$ cat src/rtl/paridad_xor_segmentada_pkg.sv
// paridad_xor_segmentada_pkg: mode encodings, sideband type and tree sizing helpers
package paridad_xor_segmentada_pkg;
  localparam logic MODO_PALABRA = 1'b0;
  localparam logic MODO_PAQUETE = 1'b1;
  localparam logic PAR = 1'b0;
  localparam logic IMPAR = 1'b1;
  typedef struct packed {
    logic ini;
    logic fin;
    logic paq;
    logic impar;
  } banda_t;
  function automatic int clog2(input int n);
    int r;
    r = 0;
    while ((1 << r) < n) r++;
    return r;
  endfunction
  function automatic int ancho_nivel(input int ancho, input int l);
    return (ancho + (1 << l) - 1) >> l;
  endfunction
  function automatic int etapas(input int ancho, input int niv);
    return (clog2(ancho) + niv - 1) / niv;
  endfunction
endpackage

$ cat src/rtl/paridad_xor_segmentada_if.sv
// paridad_xor_segmentada_if: word in / parity out valid-ready bus with packet sideband
interface paridad_xor_segmentada_if #(parameter int ANCHO = 8);
  logic [ANCHO-1:0] Entrada;
  logic EntradaValida, EntradaLista, Inicio, Fin, ModoPaquete, ModoImpar;
  logic Salida, SalidaValida, SalidaLista;
  modport master (
    output Entrada, EntradaValida, Inicio, Fin, ModoPaquete, ModoImpar, SalidaLista,
    input EntradaLista, Salida, SalidaValida
  );
  modport slave (
    input Entrada, EntradaValida, Inicio, Fin, ModoPaquete, ModoImpar, SalidaLista,
    output EntradaLista, Salida, SalidaValida
  );
endinterface

$ cat src/rtl/celda_xor_nand.sv
// celda_xor_nand: 2-input XOR built from four NAND primitives
module celda_xor_nand (
  input logic a,
  input logic b,
  output logic y
);
  logic n1, n2, n3;
  nand g0 (n1, a, b);
  nand g1 (n2, a, n1);
  nand g2 (n3, b, n1);
  nand g3 (y, n2, n3);
endmodule

$ cat src/rtl/paridad_xor_segmentada.sv
// paridad_xor_segmentada: pipelined NAND-XOR parity tree with per-word or per-packet accumulation
module paridad_xor_segmentada
  import paridad_xor_segmentada_pkg::*;
#(
  parameter int ANCHO = 8,
  parameter int NIVELES_POR_ETAPA = 2
) (
  input logic Reloj,
  input logic Reset,
  paridad_xor_segmentada_if.slave bus
);
  localparam int L = clog2(ANCHO);
  localparam int S = etapas(ANCHO, NIVELES_POR_ETAPA);
  logic avanza, p, acc_sig, acc_q, acc_d, sal_q, sal_d, sv_q, sv_d, paq, fin_ok;
  logic [S-1:0] val_q, val_d;
  banda_t [S-1:0] banda_q, banda_d;
  banda_t b;
  assign avanza = !sv_q || bus.SalidaLista;
  assign bus.EntradaLista = avanza;
  assign bus.Salida = sal_q;
  assign bus.SalidaValida = sv_q;
  for (genvar l = 1; l <= L; l++) begin : g_niv
    localparam int WP = ancho_nivel(ANCHO, l - 1);
    localparam int W = ancho_nivel(ANCHO, l);
    logic [WP-1:0] src;
    logic [W-1:0] v;
    if (l == 1) begin : g_src
      assign src = bus.Entrada;
    end else if ((l - 1) % NIVELES_POR_ETAPA == 0) begin : g_src
      assign src = g_niv[l-1].g_reg.r_q;
    end else begin : g_src
      assign src = g_niv[l-1].v;
    end
    // an unpaired top bit rides through to the next level untouched
    for (genvar i = 0; i < W; i++) begin : g_b
      if (2 * i + 1 < WP) begin : g_x
        celda_xor_nand u_celda (.a(src[2*i]), .b(src[2*i+1]), .y(v[i]));
      end else begin : g_x
        assign v[i] = src[2*i];
      end
    end
    if (l % NIVELES_POR_ETAPA == 0 || l == L) begin : g_reg
      logic [W-1:0] r_q, r_d;
      always_comb r_d = avanza ? v : r_q;
      always_ff @(posedge Reloj) r_q <= Reset ? '0 : r_d;
    end
  end
  assign p = g_niv[L].g_reg.r_q[0];
  always_comb begin
    val_d = val_q;
    banda_d = banda_q;
    if (avanza) begin
      val_d[0] = bus.EntradaValida;
      banda_d[0] = '{ini: bus.Inicio, fin: bus.Fin, paq: bus.ModoPaquete, impar: bus.ModoImpar};
      for (int k = 1; k < S; k++) begin
        val_d[k] = val_q[k-1];
        banda_d[k] = banda_q[k-1];
      end
    end
  end
  always_comb begin
    b = banda_q[S-1];
    paq = b.paq == MODO_PAQUETE;
    fin_ok = avanza && val_q[S-1];
    acc_sig = b.ini ? p : acc_q ^ p;
    acc_d = (fin_ok && paq) ? acc_sig : acc_q;
    sv_d = avanza ? val_q[S-1] && (!paq || b.fin) : sv_q;
    sal_d = !fin_ok ? sal_q : paq ? (b.fin ? acc_sig ^ (b.impar == IMPAR) : sal_q) : p ^ (b.impar == IMPAR);
  end
  always_ff @(posedge Reloj) begin
    if (Reset) begin
      val_q <= '0;
      banda_q <= '0;
      acc_q <= 1'b0;
      sal_q <= 1'b0;
      sv_q <= 1'b0;
    end else begin
      val_q <= val_d;
      banda_q <= banda_d;
      acc_q <= acc_d;
      sal_q <= sal_d;
      sv_q <= sv_d;
    end
  end
endmodule

$ cat src/flat_wrapper.sv
// flat-port wrapper written by rule: the top's interface ports become plain ports
module paridad_xor_segmentada_flat import paridad_xor_segmentada_pkg::*;
#(
  parameter int ANCHO = 8,
  parameter int NIVELES_POR_ETAPA = 2
)
  (Reloj, Reset, bus_Entrada, bus_EntradaValida, bus_Inicio, bus_Fin, bus_ModoPaquete, bus_ModoImpar, bus_SalidaLista, bus_EntradaLista, bus_Salida, bus_SalidaValida);
  paridad_xor_segmentada_if #(.ANCHO(ANCHO)) bus_i ();
  input logic Reloj;
  input logic Reset;
  input wire logic [$bits(bus_i.Entrada)-1:0] bus_Entrada;
  input wire logic [$bits(bus_i.EntradaValida)-1:0] bus_EntradaValida;
  input wire logic [$bits(bus_i.Inicio)-1:0] bus_Inicio;
  input wire logic [$bits(bus_i.Fin)-1:0] bus_Fin;
  input wire logic [$bits(bus_i.ModoPaquete)-1:0] bus_ModoPaquete;
  input wire logic [$bits(bus_i.ModoImpar)-1:0] bus_ModoImpar;
  input wire logic [$bits(bus_i.SalidaLista)-1:0] bus_SalidaLista;
  output wire logic [$bits(bus_i.EntradaLista)-1:0] bus_EntradaLista;
  output wire logic [$bits(bus_i.Salida)-1:0] bus_Salida;
  output wire logic [$bits(bus_i.SalidaValida)-1:0] bus_SalidaValida;
  assign bus_i.Entrada = bus_Entrada;
  assign bus_i.EntradaValida = bus_EntradaValida;
  assign bus_i.Inicio = bus_Inicio;
  assign bus_i.Fin = bus_Fin;
  assign bus_i.ModoPaquete = bus_ModoPaquete;
  assign bus_i.ModoImpar = bus_ModoImpar;
  assign bus_i.SalidaLista = bus_SalidaLista;
  assign bus_EntradaLista = bus_i.EntradaLista;
  assign bus_Salida = bus_i.Salida;
  assign bus_SalidaValida = bus_i.SalidaValida;
  paridad_xor_segmentada #(.ANCHO(ANCHO), .NIVELES_POR_ETAPA(NIVELES_POR_ETAPA)) u_core (.Reloj(Reloj), .Reset(Reset), .bus(bus_i));
endmodule
$ cat config.mk
export PLATFORM = sky130hd
export DESIGN_NAME = paridad_xor_segmentada_flat
export DESIGN_NICKNAME = d
export VERILOG_FILES = /design/src/rtl/paridad_xor_segmentada_pkg.sv /design/src/rtl/paridad_xor_segmentada_if.sv /design/src/rtl/celda_xor_nand.sv /design/src/rtl/paridad_xor_segmentada.sv /design/src/flat_wrapper.sv
export SDC_FILE = /design/constraint.sdc
export NUM_CORES = 1
export LEC_CHECK = 0
export ABC_AREA = 1
export CELL_PAD_IN_SITES_DETAIL_PLACEMENT = 1
export CELL_PAD_IN_SITES_GLOBAL_PLACEMENT = 1
export CORE_AREA = 2 2 48 50
export CTS_BUF_LIST = sky130_fd_sc_hd__clkbuf_2
export CTS_CLUSTER_SIZE = 14
export DETAILED_ROUTE_END_ITERATION = 6
export DIE_AREA = 0 0 50 52
export PLACE_DENSITY_LB_ADDON = 0.1
export RECOVER_POWER = 100
export SYNTH_ARGS = -nofsm -noshare
export SYNTH_HDL_FRONTEND = slang
export SYNTH_SLANG_ARGS = --single-unit
$ cat constraint.sdc
create_clock -name Reloj -period 2.8 [get_ports Reloj]
set_input_delay 0.56 -clock Reloj [delete_from_list [all_inputs] [get_ports Reloj]]
set_output_delay 0.56 -clock Reloj [all_outputs]
set_load 0.02 [all_outputs]
==> reports/summary.log <==
[synthesis] number of flip-flops and latches in the synthesized netlist 16
[floorplan] Core ar. 0.00211 mm²
[route] detailed-route DRC error count 0
[finish] total number of nets in the final design 131
[route] DR WL/cell 10.3 µm
[finish] non-filler instance count after layout 142
[min_path] Cells on Worst Hold Path 2
[global_routing] remaining global-route overflow 0
[min_path] path class of the lowest-slack min-delay path flop to flop
[placed_design] input/output buffers 18
[clocking] clock latency of the later-clocked register in the worst-skew pair 0.29 ns
[global_routing] via count of the first global-routing pass 671
[placed_design] number of instances in the placed design 138
[sta] final max-slew violation count 0
[finish] fraction of final layout cells with drive strength greater than 1 4.39%
[global_routing] first-pass GRT wire length 2.79 mm
[route] detailed router's first-iteration violation count 10
[floorplan] die area 0.00260 mm²
[finish] most used cells in the layout excluding fill and tap cells nor2_1, dfxtp_1, clkdlybuf4s50_1
[critical_path] Worst Path Arrival 1.92 ns
[critical_path] register-to-register path setup slack 1.24 ns
[power_and_ir_drop] static leakage 0.394 nW
[finish] area taken by flip-flops and latches 320 µm²
[critical_path] startpoint types input pin
[sta] clock skew after layout 0.00359 ns
[floorplan] number of placement rows 17
[sta] unrepaired setup endpoints after global routing false
[clocking] clock sink count 16
[sta] Tightest Pin Transition 0.637 ns
[clocking] cts repair resizes 0
[placed_design] detailed-placement wirelength estimate 1.13 mm
[global_routing] largest net degree at the start of global routing 18
[job] Max Cap Violations 0
[clocking] clock slew at reported path FFs 0.15 ns
[clocking] Root Buffer Master clkbuf_2
[sta] time the final worst path needs with I/O delays and setup 2.48 ns
[route] per-cell via count in the routed design 4.55
[synthesis] Mapped Area 717 µm²
[finish] Antenna diodes 0
[clocking] CTS Buffer Depth 2
[critical_path] required time at the endpoint of the critical path 2.24 ns
[sta] worst slew margin relative to its limit 57.5%
[synthesis] distinct cell type count of the synthesized netlist 17
[synthesis] biggest area contributors in the synthesized netlist dfxtp_1, nor2_1, o21ai_0
[synthesis] cell type with the largest total area after synthesis dfxtp_1
[clocking] CTS tree built
[status] status finished, final reports clean
[synthesis] net count after synthesis 109
[critical_path] worst r2r path cells 7
[route] first-pass detailed-route iteration total 4
[sta] Final Hold Vio Count 0
[critical_path] biggest fanout along the worst timing path 2
[clocking] total of hold buffers inserted after clock tree synthesis 0
[synthesis] sequential area share after synthesis 44.7%
[critical_path] worst setup path class input pin to primary output
[finish] number of filler instances in the final layout 265
[sta] Total Neg Setup Slack 0 ns
[synthesis] Cells after Synth 93
[floorplan] width of the die 50 µm
[floorplan] number of placed I/O pins 19
[clocking] Setup Fix Bufs, Post-CTS 0
[finish] total area of multi-input combinational cells 318 µm²
[route] via count 646
[global_routing] initial antenna violation count 0
[sta] Peak Freq 404 MHz
[route] antenna-violating nets left 0
[synthesis] area share of the largest cell type after synthesis 44.7%
[power_and_ir_drop] Worst IR Drop VDD 0.286 mV
[finish] area growth from synthesis to final layout 28.4%
[power_and_ir_drop] pwr/cell area 476 mW/mm²
[sta] final period utilization 88.5%
[floorplan] Die Height 52 µm
[clocking] number of buffers inserted during clock tree synthesis 3
[sta] Finish-stage setup viols 0
[finish] most common cell after layout, fill and taps aside nor2_1
[global_routing] Global Route Usage Sum 14.4%
[power_and_ir_drop] Total Power Consumption 0.438 mW
[critical_path] crit path capture type primary output
[clocking] H-tree levels 1
[synthesis] Avg Synthesized Cell Area 7.71 µm²
[route] wire length after detailed routing 1.46 mm
[floorplan] initial standard-cell utilization of the core 34.0%
[synthesis] number of warnings reported in the yosys synthesis log 0
[placed_design] last weighted congestion value of the routability-driven placer 0.717
synth_stat cells:
library cell / instances
inv_2: 1
o21ai_2: 2
o21bai_1: 2
nand2_1: 7
nand3_1: 5
buf_2: 1
o21ai_0: 12
buf_6: 1
dfxtp_1: 16
o21a_1: 1
inv_1: 10
nor2_4: 1
a21oi_1: 7
clkbuf_8: 1
nor2_1: 19
and2_1: 2
xnor2_1: 5
stage by stage:
stage	worst slack, ns	utilization (%)	instance area [µm²]	hold WS [ns]
after floorplan	1.32	-	717	0.437
after global placement	0.482	43.6	917	0.450
after detailed placement	0.459	43.6	917	0.461
after CTS	0.454	44.4	936	0.482
after global routing	0.235	43.7	921	0.506
final	0.323	43.7	921	0.480
routing by layer:
metal	wire length (µm)	vias up	GRT usage, %
li1	-	337	-
met1	685	290	16.1
met2	677	15	24.6
met3	75	4	5.46
met4	23	0	5.56
met5	0	-	0
worst max-delay path: stages:
cell	delay [ns]
dlygate4sd3_1	0.54
nor2_1	0.16
clkinv_1	0.10
clkdlybuf4s50_1	0.55
state kept, by name (all words and copies together) (netlist names):
register / count
u_core.banda_q: 4
u_core.b: 3
u_core.g_niv.g_reg.r_q: 3
u_core.val_q: 2
u_core.acc_q: 1
u_core.bus.Salida: 1
u_core.bus.SalidaValida: 1
u_core.paq: 1
report_power, final:
group | internal (mW) | total, mW | switching (mW)
Combinational | 0.0430 | 0.0782 | 0.0352
Clock | 0.0310 | 0.105 | 0.0738
Sequential | 0.245 | 0.255 | 0.0106
Total | 0.319 | 0.438 | 0.120
path summary, 6_finish.rpt:
check	startpoint	end
max	bus_SalidaLista	bus_EntradaLista
min	u_core.b[2]	u_core.b[2]
max reg2reg	u_core.bus.SalidaValida	u_core.bus.Salida
min reg2reg	u_core.b[2]	u_core.b[2]
cell type report:
cell class,count,share of cell area (%)
multi-input cells,63,34.5
flip-flops and latches,16,34.8
inverters,11,4.48
well taps,28,3.80
repair buffers,20,20.4
clock inverters,1,0.408
clock buffers,3,1.63
cell families (layout without fill, tap and decap cells):
logic type	after synthesis	after routing	share of synthesized area [%]
and+or+nand+nor	34	34	20.4
AOI/OAI and AO/OA	24	24	18.8
DFF	16	16	44.7
buffers and inverters	14	35	9.95
xor gates and xnor gates	5	5	6.11
Note: power is estimated with default switching activity, not from simulation.
